--- config.mk ---
export PLATFORM = sky130hd
export DESIGN_NAME = mod_time_counter
export DESIGN_NICKNAME = d
export VERILOG_FILES = /design/src/rtl/mod_time_counter.sv
export SDC_FILE = /design/constraint.sdc
export NUM_CORES = 1
export LEC_CHECK = 0
export BUFFER_PORTS_ARGS = -buffer_cell sky130_fd_sc_hd__buf_2
export CAP_MARGIN = 30
export CORE_UTILIZATION = 55
export DETAILED_ROUTE_END_ITERATION = 10
export PLACE_DENSITY = 0.84
export SKIP_CTS_REPAIR_TIMING = 1
export SKIP_LAST_GASP = 1
export SLEW_MARGIN = 0
export SYNTH_ARGS = -nofsm -noshare
export SYNTH_HDL_FRONTEND = slang
export SYNTH_SLANG_ARGS = --single-unit
--- constraint.sdc ---
create_clock -name clk -period 2.95 [get_ports clk]
set_input_delay 0.1475 -clock clk [delete_from_list [all_inputs] [get_ports clk]]
set_output_delay 0.1475 -clock clk [all_outputs]
set_load 0.1 [all_outputs]
--- src/rtl/mod_time_counter.sv ---
// mod_time_counter: synchronous modulo-MODULUS time-unit counter stage.
// Counts on a single-cycle tick_in enable from the system clock. Supports
// up/down counting, time-set load, hold and clear. Carry, borrow, compare
// match and load-error outputs are registered single-cycle pulses. Each pulse
// lines up with the cycle in which the matching count_out value is visible.
// Stages cascade by feeding carry_out (up) or borrow_out (down) into the next
// stage's tick_in.
module mod_time_counter #(
    parameter int MODULUS   = 60,
    parameter int WIDTH     = 6,
    parameter int DOWN_EN   = 1,
    parameter int RESET_VAL = 0
) (
    input  logic             clk,
    input  logic             resetN,
    input  logic             tick_in,
    input  logic             up_down,
    input  logic             hold,
    input  logic             clear,
    input  logic             load_en,
    input  logic [WIDTH-1:0] load_val,
    input  logic [WIDTH-1:0] cmp_val,
    output logic [WIDTH-1:0] count_out,
    output logic             carry_out,
    output logic             borrow_out,
    output logic             cmp_match,
    output logic             load_err
);

    // Wrap bounds are explicit compares, never natural WIDTH overflow.
    localparam logic [WIDTH-1:0] MAX_V = WIDTH'(MODULUS - 1);
    localparam logic [WIDTH-1:0] RST_V = WIDTH'(RESET_VAL);

    logic [WIDTH-1:0] count_q, count_d;
    logic             carry_q, carry_d;
    logic             borrow_q, borrow_d;
    logic             match_q, match_d;
    logic             lerr_q, lerr_d;
    logic             count_up;

    // With DOWN_EN=0 the direction input is ignored, so no borrow can occur.
    assign count_up = (DOWN_EN == 0) || up_down;

    // Next-state logic: clear > load > hold > tick. Only one action per edge.
    always_comb begin
        count_d  = count_q;
        carry_d  = 1'b0;
        borrow_d = 1'b0;
        match_d  = 1'b0;
        lerr_d   = 1'b0;
        if (clear) begin
            count_d = RST_V;
        end else if (load_en) begin
            if (load_val > MAX_V) begin
                lerr_d = 1'b1;
            end else begin
                count_d = load_val;
                match_d = (load_val == cmp_val);
            end
        end else if (hold) begin
            count_d = count_q;
        end else if (tick_in) begin
            if (count_q > MAX_V) begin
                // An illegal code (e.g. an upset) recovers to 0 silently.
                count_d = '0;
            end else begin
                if (count_up) begin
                    if (count_q == MAX_V) begin
                        count_d = '0;
                        carry_d = 1'b1;
                    end else begin
                        count_d = count_q + 1'b1;
                    end
                end else begin
                    if (count_q == '0) begin
                        count_d  = MAX_V;
                        borrow_d = 1'b1;
                    end else begin
                        count_d = count_q - 1'b1;
                    end
                end
                match_d = (count_d == cmp_val);
            end
        end
    end

    // State and pulse registers. Reset is asynchronous and active-low.
    always_ff @(posedge clk or negedge resetN) begin
        if (!resetN) begin
            count_q  <= RST_V;
            carry_q  <= 1'b0;
            borrow_q <= 1'b0;
            match_q  <= 1'b0;
            lerr_q   <= 1'b0;
        end else begin
            count_q  <= count_d;
            carry_q  <= carry_d;
            borrow_q <= borrow_d;
            match_q  <= match_d;
            lerr_q   <= lerr_d;
        end
    end

    assign count_out  = count_q;
    assign carry_out  = carry_q;
    assign borrow_out = borrow_q;
    assign cmp_match  = match_q;
    assign load_err   = lerr_q;

endmodule

==> reports/metrics.csv <==
metric;value;unit
power_frac_clock;0.219;
switching_power;0.000241;W
worstPathMaxFanout;14;
clkSlewWorstSetupHoldPaths;0.07;ns
fp.dieW;45.2;um
post-route-period-util;0.782;
drc;0;
overflow;0;
synthXorXnorAreaFrac;0.102;
vias;1138;
grt_max_degree;22;
hold_violations;0;
synth_top_family_by_area;compound AO/OA/AOI/OAI gates;
synth_fp_nets;153;
rrSetupSlack;0.64;ns
cts_tree;yes;
synth_seq_cells;10;
drv_slew;0;
synth_edf_count;0;
cp_cell_sequence;inv_1, ha_1, nor3b_2, a21oi_1, a2bb2oi_1, xnor2_1, o21ai_2, o41ai_2;
dr.pass1.iters;5;
avgViaCountPerCell;6.32;
die_area;2040;um2
synth_compound_area_frac;0.270;
start_util;0.588;
drtIter0Drc;103;
rows;15;
setup_slack;0.642;ns
final_common_cell;buf_2;
maxClockFrequency;0.433;GHz
maxCapViolCount;0;
clockBufferDepth;2;
cts.sinks;10;
cp.required;3.10;ns
rsz0062_at_grt;false;
leakage;0.548;nW
yosysWarningCount;0;
antenna_found_initial;0;
min_delay_path_depth;2;
nNetsFinal;178;
p_int;0.000302;W
clkLatencyLatePin;0.26;ns
min_from;clear;
period_minus_slack;2.31;ns
hpwl;1910;um
relSlewSlack;0.559;
endpoint_kind;register;
syn_area_per_cell;7.83;um2
r2r_start;count_out[0]$_DFFE_PN0P_;
r2r_cells;8;
pin_count;29;
tns;0;ns
root_buffer;clkbuf_4;
p_per_area;456;nW/um2
synthFlopType;dfrtp_1;
finalPower;0.000543;W
status;completed;
path_buf_inv;1;
hp-class;input port to register;
worstMarginPinSlew;0.662;ns
rr_endpoint;cmp_match$_DFF_PN0_;
syn_area;1030;um2
dieHeight;45.2;um
ir_drop;0.244;mV
timing.hold.ws;0.144;ns
worst_ep_arrival_time;2.46;ns
grt_pass1_vias;932;
routed_wl;2670;um
avgRoutedWirePerCell;14.8;um
synth-adder-area-share;0.0366;
synth_mux_area_frac;0.00976;
grt_use_total;0.277;
finalClockSkew;0.00501;ns
yosysUniqueCellTypes;40;
postRouteAntennaNets;0;
dp_slack;0.758;ns
combPwrFrac;0.455;
grt_pass1_wl;4150;um
port-buffer-count;28;
netlist_instances;131;
switching_share;0.444;
worstHoldEndpoint;count_out[1]$_DFFE_PN0P_;
critPathLaunchType;register;
area_delta_synth_final;16.1;%
critPathKind;register to register;
fillers;137;
gp_congestion;0.942;
mostFrequentLayoutCells;28 x buf_2, 13 x nor2_1, 12 x a21oi_1, 10 x dfrtp_1, 9 x nand2_1;
slowest_delay;0.58;ns
synth-simple-area-share;0.268;
critical-path-slowest-cell;dfrtp_1;
cts_buffers;3;
report.final.setup_viol;0;
synth-seq-area-share;0.244;
drive_above_1_share;0.245;
cp.depth;8;
diodes;0;
async_flop_share;1.00;
htree_levels;1;
core_region_area;1750;um2
crit_family;compound AO/OA/AOI/OAI gates;
power_frac_seq;0.326;
[per-stage QoR]
stage,utilization,cell area (um2),std cells
after floorplan,-,1030,131
after global placement,0.656,1140,175
after detailed placement,0.656,1140,175
after CTS,0.677,1180,179
after global routing,0.682,1190,180
final,0.682,1190,180
[registers in the layout, summed over array words and instances (netlist names)]
signal / count
borrow_out: 1
carry_out: 1
cmp_match: 1
count_out: 6
load_err: 1
[synth_stat cells, types with 2 or more instances]
| cell | count | share of area |
|---|---|---|
| a311oi_1 | 2 | 0.017 |
| a22o_1 | 6 | 0.051 |
| nor3_1 | 3 | 0.015 |
| buf_2 | 6 | 0.029 |
| a211oi_1 | 3 | 0.022 |
| nor2b_1 | 2 | 0.012 |
| nand3_1 | 6 | 0.029 |
| nand2b_1 | 5 | 0.030 |
| nand2_1 | 9 | 0.033 |
| a21oi_1 | 12 | 0.059 |
| nor3b_2 | 2 | 0.024 |
| a31oi_1 | 2 | 0.012 |
| o21ai_1 | 2 | 0.0098 |
| inv_1 | 5 | 0.018 |
| xnor2_1 | 6 | 0.051 |
| nand4_1 | 5 | 0.030 |
| o21ai_0 | 4 | 0.020 |
| ha_1 | 3 | 0.037 |
| dfrtp_1 | 10 | 0.24 |
| xor2_1 | 6 | 0.051 |
| nor2_1 | 13 | 0.048 |
[routing by layer]
layer  vias up  part of all wire  GRT usage
li1        530                 -          -
met1       504              0.41      0.379
met2        94              0.46      0.438
met3        10              0.11     0.0560
met4         0             0.019     0.0788
met5         -                 0          0
[power groups by stage]
| stage | clock network, W | logic (W) | registers, W |
|---|---|---|---|
| 2_1_floorplan | 0 | 0.000151 | 0.000217 |
| 3_3_place_gp | 0 | 0.000234 | 0.000178 |
| 3_5_place_dp | 0 | 0.000239 | 0.000179 |
| 4_1_cts | 0.000120 | 0.000243 | 0.000176 |
| 5_1_grt | 0.000128 | 0.000266 | 0.000180 |
| 6_report | 0.000119 | 0.000247 | 0.000177 |
[how the worst max path moves through the flow]
stage                                   startpoint                   to
final                     count_out[0]$_DFFE_PN0P_  cmp_match$_DFF_PN0_
after global routing      count_out[0]$_DFFE_PN0P_  cmp_match$_DFF_PN0_
after CTS                 count_out[0]$_DFFE_PN0P_  cmp_match$_DFF_PN0_
after detailed placement  count_out[0]$_DFFE_PN0P_  cmp_match$_DFF_PN0_
after global placement    count_out[0]$_DFFE_PN0P_  cmp_match$_DFF_PN0_
after floorplan           count_out[0]$_DFFE_PN0P_  cmp_match$_DFF_PN0_
[layout make-up]
class / instances / area (um2) / area share
Tap cell: 25 / 31.3 / 0.0263
Timing Repair Buffer: 29 / 150 / 0.126
Sequential cell: 10 / 250 / 0.210
Inverter: 5 / 18.8 / 0.0158
Clock buffer: 4 / 36.3 / 0.0305
Multi-Input combinational cell: 107 / 704 / 0.591
[logic make-up (layout without fill, tap and decap cells)]
kind of cell	Yosys count	count (layout)
buffers and inverters	14	38
muxes	1	1
adders and majority gates	3	3
AOI/OAI and AO/OA	40	40
DFF	10	10
and+or+nand+nor	51	51
xor gates and xnor gates	12	12
Power figures use the tool's default switching activity.
